File: config.mk
export PLATFORM = sky130hd
export DESIGN_NAME = spiflash_rd_ctrl
export DESIGN_NICKNAME = d
export VERILOG_FILES = /design/src/rtl/spiflash_rd_pkg.sv /design/src/rtl/spiflash_rd_shifter.sv /design/src/rtl/spiflash_rd_ctrl.sv
export SDC_FILE = /design/constraint.sdc
export NUM_CORES = 1
export LEC_CHECK = 0
export ABC_AREA = 1
export BUFFER_PORTS_ARGS = -buffer_cell sky130_fd_sc_hd__buf_4
export CAP_MARGIN = 10
export CORE_ASPECT_RATIO = 0.9
export CORE_MARGIN = 2
export CORE_UTILIZATION = 30
export CTS_CLUSTER_SIZE = 14
export DETAILED_ROUTE_END_ITERATION = 8
export PLACE_DENSITY = 0.45
export SLEW_MARGIN = 10
export SYNTH_ARGS = -nofsm -noshare
export SYNTH_HDL_FRONTEND = slang
export SYNTH_SLANG_ARGS = --single-unit
File: constraint.sdc
create_clock -name clk -period 11.5 [get_ports clk]
set_input_delay 2.3 -clock clk [delete_from_list [all_inputs] [get_ports clk]]
set_output_delay 2.3 -clock clk [all_outputs]
set_load 0.005 [all_outputs]
File: src/rtl/spiflash_rd_pkg.sv
// Shared types and constants for the SPI flash read controller.
// Holds the FSM state encoding, flash opcodes and bit-count widths.
package spiflash_rd_pkg;

    typedef enum logic [2:0] {
        WAKE, WAKE_GAP, IDLE, CMD, ADDR, DATA, HOLD, GAP
    } state_t;

    localparam logic [7:0] CMD_READ = 8'h03;
    localparam logic [7:0] CMD_WAKE = 8'hAB;

    localparam int BIT_W = 7;
    localparam int DIV_W = 8;

    localparam logic [BIT_W-1:0] NB_WAKE = 7'd8;
    localparam logic [BIT_W-1:0] NB_READ = 7'd64;
    localparam logic [BIT_W-1:0] NB_WORD = 7'd32;
    localparam logic [BIT_W-1:0] NB_CMD  = 7'd8;
    localparam logic [BIT_W-1:0] NB_HDR  = 7'd32;

    function automatic logic [31:0] bswap32(input logic [31:0] w);
        return {w[7:0], w[15:8], w[23:16], w[31:24]};
    endfunction

endpackage

File: src/rtl/spiflash_rd_shifter.sv
// SCK divider plus MSB-first shift-out/shift-in engine for one csb-low burst.
// One setup cycle after start, then 2*CLK_DIV cycles per bit; no backpressure.
module spiflash_rd_shifter
    import spiflash_rd_pkg::*;
#(
    parameter int CLK_DIV = 1
) (
    input  logic             clk,
    input  logic             rst,
    input  logic             i_start,
    input  logic [BIT_W-1:0] i_nbits,
    input  logic [31:0]      i_sout,
    input  logic             i_miso,
    output logic             o_sck,
    output logic             o_mosi,
    output logic [31:0]      o_sin,
    output logic [BIT_W-1:0] o_bit_idx,
    output logic             o_rise,
    output logic             o_done
);

    logic             r_busy;
    logic             r_lead;
    logic             r_sck;
    logic [DIV_W-1:0] r_div;
    logic [BIT_W-1:0] r_nbits;
    logic [BIT_W-1:0] r_bit_idx;
    logic [31:0]      r_sout;
    logic [31:0]      r_sin;
    logic             w_phase_end;
    logic             w_fall;

    assign w_phase_end = r_busy && !r_lead && (r_div == DIV_W'(CLK_DIV - 1));
    assign o_rise      = w_phase_end && !r_sck;
    assign w_fall      = w_phase_end && r_sck;
    assign o_done      = w_fall && (r_bit_idx == r_nbits - BIT_W'(1));

    assign o_sck     = r_sck;
    assign o_mosi    = r_sout[31];
    assign o_sin     = r_sin;
    assign o_bit_idx = r_bit_idx;

    always_ff @(posedge clk or posedge rst) begin
        if (rst) begin
            r_busy    <= 1'b0;
            r_lead    <= 1'b0;
            r_sck     <= 1'b0;
            r_div     <= '0;
            r_nbits   <= '0;
            r_bit_idx <= '0;
            r_sout    <= '0;
            r_sin     <= '0;
        end else if (i_start) begin
            // the lead cycle gives io0 a full clk of setup after csb falls
            r_busy    <= 1'b1;
            r_lead    <= 1'b1;
            r_sck     <= 1'b0;
            r_div     <= '0;
            r_bit_idx <= '0;
            r_nbits   <= i_nbits;
            r_sout    <= i_sout;
        end else if (r_busy) begin
            if (r_lead) begin
                r_lead <= 1'b0;
            end else if (w_phase_end) begin
                r_div <= '0;
                r_sck <= !r_sck;
                if (r_sck) begin
                    r_sout    <= {r_sout[30:0], 1'b0};
                    r_bit_idx <= r_bit_idx + BIT_W'(1);
                    if (o_done) r_busy <= 1'b0;
                end else begin
                    r_sin <= {r_sin[30:0], i_miso};
                end
            end else begin
                r_div <= r_div + DIV_W'(1);
            end
        end
    end

endmodule

File: src/rtl/spiflash_rd_ctrl.sv
// Memory-mapped SPI flash word reader with wake-up and sequential-read continuation.
// Fresh read 128*CLK_DIV+2 cycles, continued read 64*CLK_DIV+2; valid held until the ready pulse.
module spiflash_rd_ctrl
    import spiflash_rd_pkg::*;
#(
    parameter int CLK_DIV  = 1,
    parameter int CSB_IDLE = 4,
    parameter bit CONT_EN  = 1'b1
) (
    input  logic        clk,
    input  logic        rst,
    input  logic        valid,
    input  logic [23:0] addr,
    output logic        ready,
    output logic [31:0] rdata,
    output logic        flash_csb,
    output logic        flash_clk,
    output logic        flash_io0,
    input  logic        flash_io1
);

    state_t           r_state;
    state_t           w_next;
    logic             r_csb;
    logic             r_ready;
    logic [31:0]      r_rdata;
    logic [21:0]      r_cur_addr;
    logic [21:0]      r_nxt_addr;
    logic             r_nxt_vld;
    logic [15:0]      r_gap_cnt;
    logic             w_csb_nxt;
    logic             w_start;
    logic [BIT_W-1:0] w_nbits;
    logic [31:0]      w_sout;
    logic [31:0]      w_sin;
    logic [BIT_W-1:0] w_bit_idx;
    logic             w_rise;
    logic             w_done;
    logic             w_gap_end;
    logic             w_cont;

    spiflash_rd_shifter #(.CLK_DIV(CLK_DIV)) u_shifter (
        .clk       (clk),
        .rst       (rst),
        .i_start   (w_start),
        .i_nbits   (w_nbits),
        .i_sout    (w_sout),
        .i_miso    (flash_io1),
        .o_sck     (flash_clk),
        .o_mosi    (flash_io0),
        .o_sin     (w_sin),
        .o_bit_idx (w_bit_idx),
        .o_rise    (w_rise),
        .o_done    (w_done)
    );

    assign w_gap_end = int'(r_gap_cnt) >= CSB_IDLE - 1;
    assign w_cont    = CONT_EN && r_nxt_vld && (addr[23:2] == r_nxt_addr);

    always_ff @(posedge clk or posedge rst) begin
        if (rst) begin
            r_state <= WAKE;
            r_csb   <= 1'b1;
        end else begin
            r_state <= w_next;
            r_csb   <= w_csb_nxt;
        end
    end

    always_comb begin
        w_next = r_state;
        unique case (r_state)
            WAKE:     if (w_done) w_next = WAKE_GAP;
            WAKE_GAP: if (w_gap_end) w_next = IDLE;
            IDLE:     if (valid) w_next = CMD;
            CMD:      if (w_rise && w_bit_idx == NB_CMD) w_next = ADDR;
            ADDR:     if (w_rise && w_bit_idx == NB_HDR) w_next = DATA;
            DATA:     if (w_done) w_next = HOLD;
            // r_ready masks the request that was just answered
            HOLD:     if (valid && !r_ready) w_next = w_cont ? DATA : GAP;
            GAP:      if (w_gap_end) w_next = CMD;
            default:  w_next = IDLE;
        endcase
    end

    always_comb begin
        w_start   = 1'b0;
        w_nbits   = NB_READ;
        w_sout    = {CMD_READ, addr & 24'hFFFFFC};
        w_csb_nxt = !(w_next inside {WAKE, CMD, ADDR, DATA, HOLD});
        unique case (r_state)
            WAKE: begin
                if (r_csb) begin
                    w_start = 1'b1;
                    w_nbits = NB_WAKE;
                    w_sout  = {CMD_WAKE, 24'h000000};
                end
            end
            IDLE: w_start = valid;
            GAP:  w_start = w_gap_end;
            HOLD: begin
                if (valid && !r_ready && w_cont) begin
                    w_start = 1'b1;
                    w_nbits = NB_WORD;
                    w_sout  = '0;
                end
            end
            default: w_start = 1'b0;
        endcase
    end

    always_ff @(posedge clk or posedge rst) begin
        if (rst) begin
            r_gap_cnt  <= '0;
            r_ready    <= 1'b0;
            r_rdata    <= '0;
            r_cur_addr <= '0;
            r_nxt_addr <= '0;
            r_nxt_vld  <= 1'b0;
        end else begin
            r_gap_cnt <= (r_state == WAKE_GAP || r_state == GAP) ? r_gap_cnt + 16'd1 : 16'd0;
            r_ready   <= (r_state == DATA) && w_done;
            if ((r_state == DATA) && w_done) begin
                r_rdata    <= bswap32(w_sin);
                r_nxt_addr <= r_cur_addr + 22'd1;
                r_nxt_vld  <= 1'b1;
            end else if (w_next == GAP) begin
                r_nxt_vld <= 1'b0;
            end
            if (w_start && r_state != WAKE) r_cur_addr <= addr[23:2];
        end
    end

    assign ready     = r_ready & valid;
    assign rdata     = r_rdata;
    assign flash_csb = r_csb;

endmodule

# == Word-level counts from Yosys, hierarchy flattened ==
# Index checks and enable logic that the tools add are counted.
# totals
ff_bits,187
input_bits,28
out_inout_bits,36
word_cells,121
# classes
addsub,5
magnitude_cmp,1
eq_ne,17
muxes,48
n_bitwise,4
n_reduce_logical,30
# ops
operator,count
32-bit two-way mux,6
32-bit one-hot mux with 2 select lines,1
7-bit two-way mux,7
8-bit two-way mux,4
26-bit two-way mux,1
"3-bit equality test, second input constant",8
3-bit two-way mux,8
3-bit one-hot mux with 8 select lines,1
"22-bit by 1-bit adder with 22-bit output, second input constant",1
22-bit equality test,1
"16-bit by 1-bit adder with 16-bit output, second input constant",1
"16-bit by 2-bit >= comparator with 1-bit output, second input constant",1
1-bit two-way mux,16
16-bit two-way mux,1
7-bit one-hot mux with 2 select lines,1
1-bit logical AND,12
"3-bit by 2-bit equality test with 1-bit output, second input constant",3
"8-bit by 1-bit adder with 8-bit output, second input constant",1
8-bit zero test,1
2-bit nonzero test,4
"7-bit by 1-bit adder with 7-bit output, second input constant",1
"7-bit by 4-bit equality test with 1-bit output, second input constant",1
"7-bit by 6-bit equality test with 1-bit output, second input constant",1
7-bit equality test,1
16 further kinds,22

# == Logic depth before layout (Yosys ltp) ==
# Gate-level depths: netlist (run 1).
# logic_depth
ltp_word,11
mapped_depth,14
mapped_depth_nobuf,14

# == Hierarchy ==
# From an unflattened synthesis (run 1), not the netlist that was laid out.
# hier_totals
hier_cells,1318
area_unflattened_um2,9680.5
# by_module_without_submodules
mod,instances,cells_each,area_each_um2,seq_area_each_um2
spiflash_rd_ctrl,1,768,5361.4,2453.6
spiflash_rd_shifter,1,550,4319.1,2227.1

# == Worst setup path after synthesis (run 1) ==
# OpenSTA, ideal clock, no wires.
# synth_timing
kind,input-to-output
from,input port valid
to,output port ready
t_arrival_ps,2383
t_required_ps,9200
setup_slack_ps,6817
path_stages,2
cell_sequence,nand2_1 inv_1
# synth_via
elab_chain_len,1
# synth_rtl
element,line_no,source
from (decl),spiflash_rd_ctrl.sv:12,"input logic valid,"
1-bit bitwise AND,spiflash_rd_ctrl.sv:134,assign ready = r_ready & valid;
to (decl),spiflash_rd_ctrl.sv:14,"output logic ready,"
# Every way passes these cells.

# == Final worst setup path (run 1) ==
# Same ends and word-level chain as after synthesis.

==> out/summary.txt, run 1 <==
Outcome: complete, no violations
Reg clk slew, reported paths: 0.09 ns
Slowest cell on crit path: buf_4
Via-to-Cell Ratio: 4.40
Worst flop-to-flop path startpoint: u_shifter.r_nbits[3]
Flop2flop setup slack: 7.83 ns
CTS Buf Count: 17
Worst vdd ir: 0.135 mV
Clock latency on the worst-skew pair: 0.44 ns
Crit. path cell count: 4
Setup Crit Path Kind: in2out
Initial antenna violation count: 0
DP Area: 9810 um2
Setup TNS: 0 ns
CP required: 9.20 ns
DRT Wirelength: 22.5 mm
Total grt overflow: 0
CP endpoint kind: primary output
Die Y: 169 um
Row cnt: 60
Post-synth top area share: 0.499
Router iterations before antenna repair: 5
Fin. Hold Viols: 0
Commonest non-fill, non-tap cell in the layout: nand2_1
I/O Buffers: 61
Setup crit end: ready
Worst hold path type: reg2reg
Worst Skew: 0.0172 ns
Root buffer cell: clkbuf_16
DP HPWL: 15.3 mm
WL met2: 9.61 mm
Fill count: 3218
Final setup viols: 0
CP delay by family, top: buffers and inverters
# Post-CTS Setup Buffers: 0
PwrDens: 209 nW/um2
Syn Nets: 1204
Crit path largest cell delay: 0.13 ns
Iter 0 DRT Violations: 514
Die footprint: 31500 um2
RSZ-0062 raised after global routing: no
Fin crit period: 4.94 ns
GRT Total Usage: 0.151
FF-to-FF path depth: 12
Register area share after synthesis: 0.502
Final Slew Violations: 0
Yosys warns: 0
Post-Synthesis Cell Area: 9020 um2
Nets@finish: 1249
CP Cell Sequence: buf_4 > nand2_1 > inv_1 > buf_4
Max-cap violations: 0
N_diodes: 0
Clock buffer depth: 2
Crit path launch type: input pin
Most frequent cells in the layout: 394 x nand2_1, 180 x dfrtp_1, 152 x inv_1
Max_slew headroom: 0.317
Worst-path maximum fanout: 3
Async S/R FF share, synth: 1.00
Largest net degree at the start of global routing: 109
CTS Sinks: 181
First-pass GRT wire length: 37.9 mm
Flip-flop and latch count after synthesis: 181
Layout area overhead: 14.9%
Die W: 187 um
GP Congestion: 0.780
Period utilization: 0.429
Initial Utilization: 0.303
Worst-Margin Slew: 1.02 ns
TritonCTS clock tree: done
# IOs: 64
Synth Flop Type: dfrtp_1
Buf+Inv Stages, Crit Path: 3
Count of cell types in the netlist: 40
Critical path data arrival time: 2.64 ns
Crit path top cell by count: buf_4
Gate Count Post-Synth: 1169
Met3 wire length: 1.01 mm
Post-synth top area cell: dfrtp_1
Post-synth EDFFs: 0
Pleak: 5.14 nW
# DRC: 0
Hold Buf Count CTS: 0
Routed WL per cell: 13.8 um
Top layer in use: met4
Top area cells in the synthesized netlist: dfrtp_1 50%, nand2_1 16%, inv_1 6.4%, o21ai_0 6.0%, nor2_1 4.3%
Post-CTS sizing: 0
Detail Route Antenna Nets: 0
Crit. Startpoint: valid
Critical R2R Capture: r_nxt_addr[8]
DR vias: 7180
Share of post-route cells with drive strength above 1: 0.103
Vias in the first global route: 7078
Core area: 29700 um2
Max Clock Freq: 202 MHz
Metal-1 WL: 11.7 mm
H-tree lvl count: 4
Syn_area_per_cell: 7.72 um2
Final instance area: 10400 um2
Worst Hold Launch: r_gap_cnt[0]
registers in the layout, summed over array words and instances, names as in the netlist:
| name | cells |
|---|---|
| u_shifter.r_lead | 1 |
| u_shifter.o_bit_idx | 7 |
| u_shifter.r_sout | 30 |
| r_nxt_addr | 22 |
| u_shifter.r_busy | 1 |
| r_nxt_vld | 1 |
| u_shifter.r_nbits | 3 |
| r_cur_addr | 22 |
| u_shifter.o_sck | 1 |
| r_gap_cnt | 16 |
| r_state | 3 |
| u_shifter.r_div | 8 |
| rdata | 32 |
| flash_csb | 1 |
| u_shifter.o_sin | 32 |
| r_ready | 1 |
worst min-delay path by stage:
stage / to / depth (start not counted)
2_1_floorplan: r_gap_cnt[0] / 1
3_3_place_gp: r_gap_cnt[0] / 1
3_5_place_dp: r_gap_cnt[0] / 1
4_1_cts: r_gap_cnt[0] / 1
5_1_grt: r_gap_cnt[0] / 1
6_report: r_gap_cnt[0] / 1
worst reg2reg max path, cell delays in order, from the launching register on:
cell	delay (ns)
dfrtp_1	0.41
inv_1	0.11
ha_1	0.35
inv_1	0.07
nand2_1	0.04
nand2_1	0.08
nand2_1	0.05
nor2_1	0.23
nand4_4	0.78
inv_1	1.01
o21ai_0	0.23
o21ai_0	0.13
inv_1	0.07
per-stage QoR:
step           power, mW  instances  utilization  hold WS, ns  setup slack (ns)
6_report            2.17       1630        0.349        0.460              6.56
5_1_grt             2.35       1630        0.349        0.487              6.52
4_1_cts             2.20       1630        0.349        0.463              6.55
3_5_place_dp        1.61       1598        0.330        0.451              6.55
3_3_place_gp        1.61       1598        0.330        0.447              6.56
2_1_floorplan       1.44       1169            -        0.425              4.29
where the power goes:
group | internal [mW] | switching [mW]
combinational | 0.214 | 0.509
clock | 0.287 | 0.292
sequential | 0.762 | 0.104
total | 1.26 | 0.904
logic make-up (layout without fill, tap and decap cells):
logic type | count (synthesis) | count (layout) | synth area share
AND/OR/NAND/NOR | 598 | 598 | 0.278
buffers and inverters | 198 | 256 | 0.0901
flip-flops | 181 | 181 | 0.502
AO/OA/AOI/OAI | 156 | 156 | 0.0917
XOR/XNOR | 29 | 29 | 0.0282
adder cells (fa/ha/maj) | 7 | 7 | 0.00971
layer usage:
layer | vias up | track usage
li1 | 3737 | -
met1 | 3342 | 0.218
met2 | 90 | 0.226
met3 | 11 | 0.0388
met4 | 0 | 0.0359
met5 | - | 0
area by class of cell:
class | instances | area [um2] | area share
repair buffers | 63 | 473 | 0.0456
inverters | 161 | 614 | 0.0592
multi-input cells | 790 | 3690 | 0.356
clock inverters | 15 | 134 | 0.0129
clock buffers | 17 | 425 | 0.0410
flip-flops and latches | 181 | 4530 | 0.437
well taps | 403 | 504 | 0.0486
cells in the mapped netlist, types with 13 or more instances:
cell type	instances
dfrtp_1	180
o21ai_0	109
xor2_1	18
a21oi_1	19
inv_1	153
nand3_1	44
clkbuf_1	13
nor2_1	103
nand2_1	394
nor3_1	18
buf_2	15
Note: power is estimated with default switching activity, not from simulation.
==> inputs of run 2 (changes only) <==
- clock period: 11.5 -> 4.6 ns (I/O delays scaled with it)
==> run 2 against run 1 <==
Compared with the run above:
- largest cell class unchanged
- highest routed layer unchanged
- sequential share of layout area fell by 0.47 points
- wire length rose by 0.91%
- cell area grew 1.1%
==> out/summary.txt, run 2 (same netlist as run 1, synthesis figures left out) <==
Clock latency on the worst-skew pair: 0.44 ns (about the same)
Combinational share of power: 0.325 (-0.008)
Initial antenna violation count: 0 (unchanged)
# Post-CTS Setup Buffers: 0 (unchanged)
Fill count: 3220 (+0.062%)
GP Congestion: 0.790 (+1.3%)
Fin. Hold Viols: 0 (unchanged)
Max-cap violations: 0 (unchanged)
Router iterations before antenna repair: 4 (-1)
Largest net degree at the start of global routing: 98 (-10%)
Share of post-route cells with drive strength above 1: 0.106 (+0.00292)
RSZ-0062 raised after global routing: no
CP endpoint kind: flop
Reg clk slew, reported paths: 0.08 ns (about the same)
Worst vdd ir: 0.319 mV (+140%)
I/O Buffers: 61 (unchanged)
# DRC: 0 (unchanged)
Worst hold path type: in2async
PwrDens: 533 nW/um2 (+150%)
Hold Buf Count CTS: 0 (unchanged)
Final Slew Violations: 0 (unchanged)
Switching share of power: 0.403 (-0.0140)
Detail Route Antenna Nets: 0 (unchanged)
Crit path launch type: flop
CTS Buf Count: 17 (unchanged)
Worst-path maximum fanout: 32 (+29)
Finished Core Util: 0.353 (+0.00383)
Sequential share of power: 0.389 (-0.010)
DR vias: 7209 (+0.40%)
Period utilization: 0.570
N_diodes: 0 (unchanged)
Fin crit period: 2.62 ns
First-pass GRT wire length: 37.8 mm (-0.29%)
Root buffer cell: clkbuf_16
# IOs: 64 (unchanged)
Layout area overhead: 16.2%
Die W: 187 um (unchanged)
Nets@finish: 1253 (+0.32%)
Post-CTS sizing: 0 (unchanged)
GRT Total Usage: 0.152 (+0.000908)
CTS Sinks: 181 (unchanged)
Die Y: 169 um (unchanged)
Total grt overflow: 0 (unchanged)
DP HPWL: 15.8 mm (+3.3%)
Commonest non-fill, non-tap cell in the layout: nand2_1
Routed WL per cell: 13.9 um (+0.66%)
Iter 0 DRT Violations: 481 (-6.4%)
DRT Wirelength: 22.7 mm (+0.91%)
Worst-Margin Slew: 0.804 ns (-0.221 ns)
Initial Utilization: 0.303 (unchanged)
TritonCTS clock tree: done
Setup Crit Path Kind: reg2reg
Worst Skew: 0.0150 ns (-0.00219 ns)
Outcome: complete, no violations
Int Power: 3.33 mW (+160%)
Critical path data arrival time: 2.95 ns (+0.31 ns)
Vias in the first global route: 6966 (-1.6%)
FF-to-FF path depth: 11 (-1)
Most frequent cells in the layout: 394 x nand2_1, 180 x dfrtp_1, 152 x inv_1
Clk pwr share: 0.286 (+0.019)
Final setup viols: 0 (unchanged)
Clock buffer depth: 2 (unchanged)
Max_slew headroom: 0.463 (+0.147)
Die footprint: 31500 um2 (unchanged)
Via-to-Cell Ratio: 4.41 (+0.16%)
CP required: 4.93 ns (-4.27 ns)
Setup TNS: 0 ns (unchanged)
NetSw: 2.25 mW (+150%)
Max Clock Freq: 382 MHz
Core area: 29700 um2 (unchanged)
Pleak: 5.20 nW (+1.1%)
H-tree lvl count: 4 (unchanged)
Row cnt: 60 (unchanged)
==> run 2: changes by cell type in the layout (fill, tap and decap cells not counted) <==
| cell | delta |
|---|---|
| buf_12 | +1 |
| buf_4 | +3 |
| bufinv_16 | +3 |
| clkinv_2 | -1 |
| clkinv_4 | +1 |
| clkinv_8 | +1 |
| clkinvlp_4 | -1 |
| inv_6 | -1 |
| inv_8 | -2 |
==> run 2: cell type report <==
cell class	count	area, um2	area share
clock buffers	17	425	0.0406
inverters	161	611	0.0582
well taps	403	504	0.0481
repair buffers	67	515	0.0492
clock inverters	15	209	0.0199
flip-flops and latches	181	4530	0.432
multi-input cells	790	3690	0.352
==> run 2: worst paths after layout <==
path | slack (ns) | endpoint | from
setup / recovery | 1.98 | u_shifter.r_sout[10] | r_gap_cnt[8]
hold / removal | 0.36 | rdata[26] | rst
max in group asynchronous | 3.42 | r_cur_addr[16] | rst
min in group clk | 0.47 | r_gap_cnt[0] | r_gap_cnt[0]
hold reg to reg | 0.47 | r_gap_cnt[0] | r_gap_cnt[0]
setup reg to reg | 1.98 | u_shifter.r_sout[10] | r_gap_cnt[8]
==> run 2: power by group through the flow <==
stage / combinational (mW) / clock [mW] / sequential, mW
CTS: 1.86 / 1.65 / 2.17
global route: 2.12 / 1.72 / 2.22
finish: 1.82 / 1.60 / 2.17
detailed placement: 1.86 / 0 / 2.20
floorplan: 1.50 / 0 / 2.10
global placement: 1.83 / 0 / 2.20
==> run 2: worst max-delay path: stages, from the launching register on <==
cell and delay (ns):
dfrtp_1 0.44, nor2_1 0.12, nand2_1 0.06, nor2_1 0.26
a21oi_2 0.17, nor2_8 0.20, nand2_2 0.09, buf_4 0.23
nor2_8 0.44, inv_4 0.25, nand2_1 0.17, nand2_1 0.06
==> run 2: routing by layer <==
layer,part of all wire,global-route usage
met1,0.51,0.215
met3,0.052,0.0433
met4,0.0096,0.0414
met5,0,0
met2,0.43,0.227
==> run 2: stage by stage <==
| step | total power, mW | cells | worst slack (ns) | instance area, um2 | hold slack [ns] |
|---|---|---|---|---|---|
| floorplan | 3.60 | 1169 | 1.36 | 9030 | 0.425 |
| global placement | 4.03 | 1602 | 1.54 | 9850 | 0.454 |
| detailed placement | 4.05 | 1602 | 1.53 | 9850 | 0.463 |
| CTS | 5.68 | 1634 | 1.92 | 10500 | 0.340 |
| global route | 6.05 | 1634 | 1.74 | 10500 | 0.346 |
| finish | 5.58 | 1634 | 1.98 | 10500 | 0.364 |
==> inputs of run 3 (changes only) <==
- ABC_AREA: 1 -> 0
- PLACE_DENSITY: 0.45 -> 0.47
- clock period: 4.6 -> 2.35 ns (I/O delays scaled with it)
==> run 3 against run 2 <==
Compared with the run above:
- the run now ends with setup timing left
- via count is 16% lower
- fmax is 7.3% higher
- register-to-register slack worse by 2.1 ns
- die area is 6.2% lower
- final cell count is 20% lower
- highest routed layer unchanged
- clock skew is 0.0041 ns lower
==> out/summary.txt, run 3 <==
Crit path largest cell delay: 0.61 ns (+0.17 ns)
Pleak: 5.20 nW (about the same)
Largest net degree at the start of global routing: 98 (unchanged)
# DRC: 0 (unchanged)
Async S/R FF share, synth: 1.00 (unchanged)
Clk pwr share: 0.242 (-0.044)
Worst hold path type: in2async
DRT Wirelength: 19.9 mm (-12%)
Die Y: 163 um (-3.1%)
Crit path launch type: flop
Switching share of power: 0.336 (-0.0668)
PwrDens: 1120 nW/um2 (+110%)
Finished Layout Cells: 1311 (-20%)
Top-count cell post-synth: dfrtp_1
Worst vdd ir: 0.581 mV (+82%)
Top area cells in the synthesized netlist: dfrtp_1 53%, nand2_1 6.7%, mux2_4 5.3%, xnor2_1 4.5%, mux2_2 3.2%
CP delay by family, top: simple AND/OR/NAND/NOR gates
Via-to-Cell Ratio: 4.63 (+4.9%)
DP Cell Count: 1267 (-21%)
Period utilization: 1.04 (+0.470)
Buf+Inv Stages, Crit Path: 1 (-1)
Hold Buf Count CTS: 0 (unchanged)
Initial Utilization: 0.303 (about the same)
I/O Buffers: 61 (unchanged)
Max-cap violations: 0 (unchanged)
# IOs: 64 (unchanged)
Initial antenna violation count: 0 (unchanged)
Final instance area: 10900 um2 (+4.4%)
Worst Skew: 0.0109 ns (-0.00411 ns)
Fin crit period: 2.44 ns (-0.178 ns)
Nets@finish: 973 (-22%)
Worst-Margin Slew: 0.556 ns (-0.247 ns)
Commonest cells post-synth: 180 x dfrtp_1, 152 x nand2_1, 60 x nor2_1
Max Clock Freq: 409 MHz (+7.3%)
Share of post-route cells with drive strength above 1: 0.286 (+0.180)
Critical path data arrival time: 2.75 ns (-0.20 ns)
Total grt overflow: 0 (unchanged)
Failing checks: setup timing
DP HPWL: 13.0 mm (-17%)
CTS Buf Count: 17 (unchanged)
N_diodes: 0 (unchanged)
CP required: 2.66 ns (-2.27 ns)
DR vias: 6070 (-16%)
Count of cell types in the netlist: 49 (+23%)
Syn Nets: 841 (-30%)
CP endpoint kind: flop
Commonest non-fill, non-tap cell in the layout: dfrtp_1
Vias in the first global route: 6043 (-13%)
Syn_area_per_cell: 10.5 um2 (+36%)
First-pass GRT wire length: 32.5 mm (-14%)
NetSw: 4.13 mW (+84%)
Detail Route Antenna Nets: 0 (unchanged)
Yosys warns: 0 (unchanged)
Outcome: complete, but fails checks
Register area share after synthesis: 0.536 (+0.0338)
Synth Flop Type: dfrtp_1
Total Power: 12.3 mW (+120%)
GRT Total Usage: 0.138 (-0.0144)
Post-synth top area cell: dfrtp_1
Gate Count Post-Synth: 806 (-31%)
Max_slew headroom: 0.629 (+0.166)
Post-synth top area share: 0.533 (+0.0336)
Fin. Hold Viols: 0 (unchanged)
GP Congestion: 0.737 (-6.7%)
Routed WL per cell: 15.2 um (+9.2%)
Clock buffer depth: 2 (unchanged)
Int Power: 8.15 mW (+140%)
CP Cell Sequence: nor4_4 > nand4_1 > a41o_2 > or4_4 > buf_12 > mux2_4
Slowest cell on crit path: or4_4
Post-Synthesis Cell Area: 8450 um2 (-6.3%)
Die footprint: 29500 um2 (-6.2%)
Flip-flop and latch count after synthesis: 181 (unchanged)
RSZ-0062 raised after global routing: yes
H-tree lvl count: 4 (unchanged)
CTS Sinks: 181 (unchanged)
Setup Crit Path Kind: reg2reg
DP Area: 9930 um2 (+0.88%)
Post-synth EDFFs: 0 (unchanged)
Router iterations before antenna repair: 5 (+1)
Sequential share of power: 0.359 (-0.030)
Root buffer cell: clkbuf_16
TritonCTS clock tree: done
Row cnt: 58 (-3.3%)
Most frequent cells in the layout: 180 x dfrtp_1, 152 x nand2_1, 136 x buf_4
Layout area overhead: 29.5%
Worst-path maximum fanout: 10 (-69%)
Iter 0 DRT Violations: 362 (-25%)
Combinational share of power: 0.399 (+0.074)
Die W: 181 um (-3.1%)
Worst setup margin: -0.0931 ns (-2.07 ns)
Clock latency on the worst-skew pair: 0.43 ns (about the same)
Reg clk slew, reported paths: 0.07 ns (about the same)
Final setup viols: 56 (+56)
Core area: 27900 um2 (-6.3%)
Final Slew Violations: 0 (unchanged)
run 3: cell types whose count changed after synthesis, moves of 30 or more:
cell	previous run	this run
nand2_1	394	152
inv_1	153	15
o21ai_0	109	27
nor2_1	103	60
xnor2_1	11	43
mux2_4	0	30
run 3: what timing repair did:
item                       in CTS  in global routing
cloned                          0                  5
pin swaps                       5                 16
gates resized for setup         9                 47
setup endpoints to repair     103                103
setup buffers                   2                  5
run 3: tightest hold or removal path: stages:
cell	delay [ns]
buf_4	0.12
clkinvlp_4	0.10
buf_12	0.36
run 3: final timing paths:
| kind | startpoint | to | slack, ns | depth (start not counted) |
|---|---|---|---|---|
| hold / removal | rst | r_cur_addr[9] | 0.18 | 3 |
| setup / recovery | r_gap_cnt[8] | u_shifter.o_sin[13] | -0.09 | 6 |
| setup reg to reg | r_gap_cnt[8] | u_shifter.o_sin[13] | -0.09 | 6 |
| min in group clk | flash_io1 | u_shifter.o_sin[0] | 0.27 | 2 |
| max in group asynchronous | rst | r_gap_cnt[5] | 1.70 | 3 |
| hold reg to reg | rdata[13] | rdata[13] | 0.47 | 2 |
run 3: power by group through the flow:
stage                     Combinational, mW  Sequential (mW)  Clock (mW)
after floorplan                        3.05             4.31           0
after global placement                 4.16             4.43           0
after detailed placement               4.19             4.44           0
after CTS                              4.27             4.39        3.06
after global routing                   5.37             4.50        3.16
final                                  4.90             4.40        2.98
run 3: layout make-up:
class	instances	area, um2
fillers	2766	16900
clock inverters	15	186
repair buffers	157	1410
clock buffers	17	425
multi-input cells	566	3880
inverters	15	60.1
flip-flops and latches	181	4530
well taps	360	450
run 3: cell families (layout without fill, tap and decap cells):
family,Yosys count,count (layout),synth area share
buffers and inverters,59,204,0.0311
muxes,57,57,0.0888
AOI/OAI and AO/OA,99,99,0.0796
adders and majority gates,7,7,0.0104
and+or+nand+nor,332,332,0.181
DFF,181,181,0.536
xor gates and xnor gates,71,71,0.0736
run 3: per-stage QoR:
step | hold slack (ns) | setup WS, ns | utilization | TNS [ns]
floorplan | 0.438 | -0.442 | - | -83.85
global placement | 0.457 | -0.348 | 0.357 | -26.12
global route | 0.242 | -0.186 | 0.393 | -10.07
CTS | 0.215 | -0.124 | 0.381 | -3.41
detailed placement | 0.457 | -0.354 | 0.357 | -26.50
finish | 0.183 | -0.0931 | 0.393 | -2.87
run 3: per-layer routing:
metal	up-vias	routed length, um	track usage
met4	0	206	0.0377
met2	62	8680	0.210
met5	-	0	0
li1	3014	-	-
met3	14	485	0.0232
met1	2980	10500	0.201
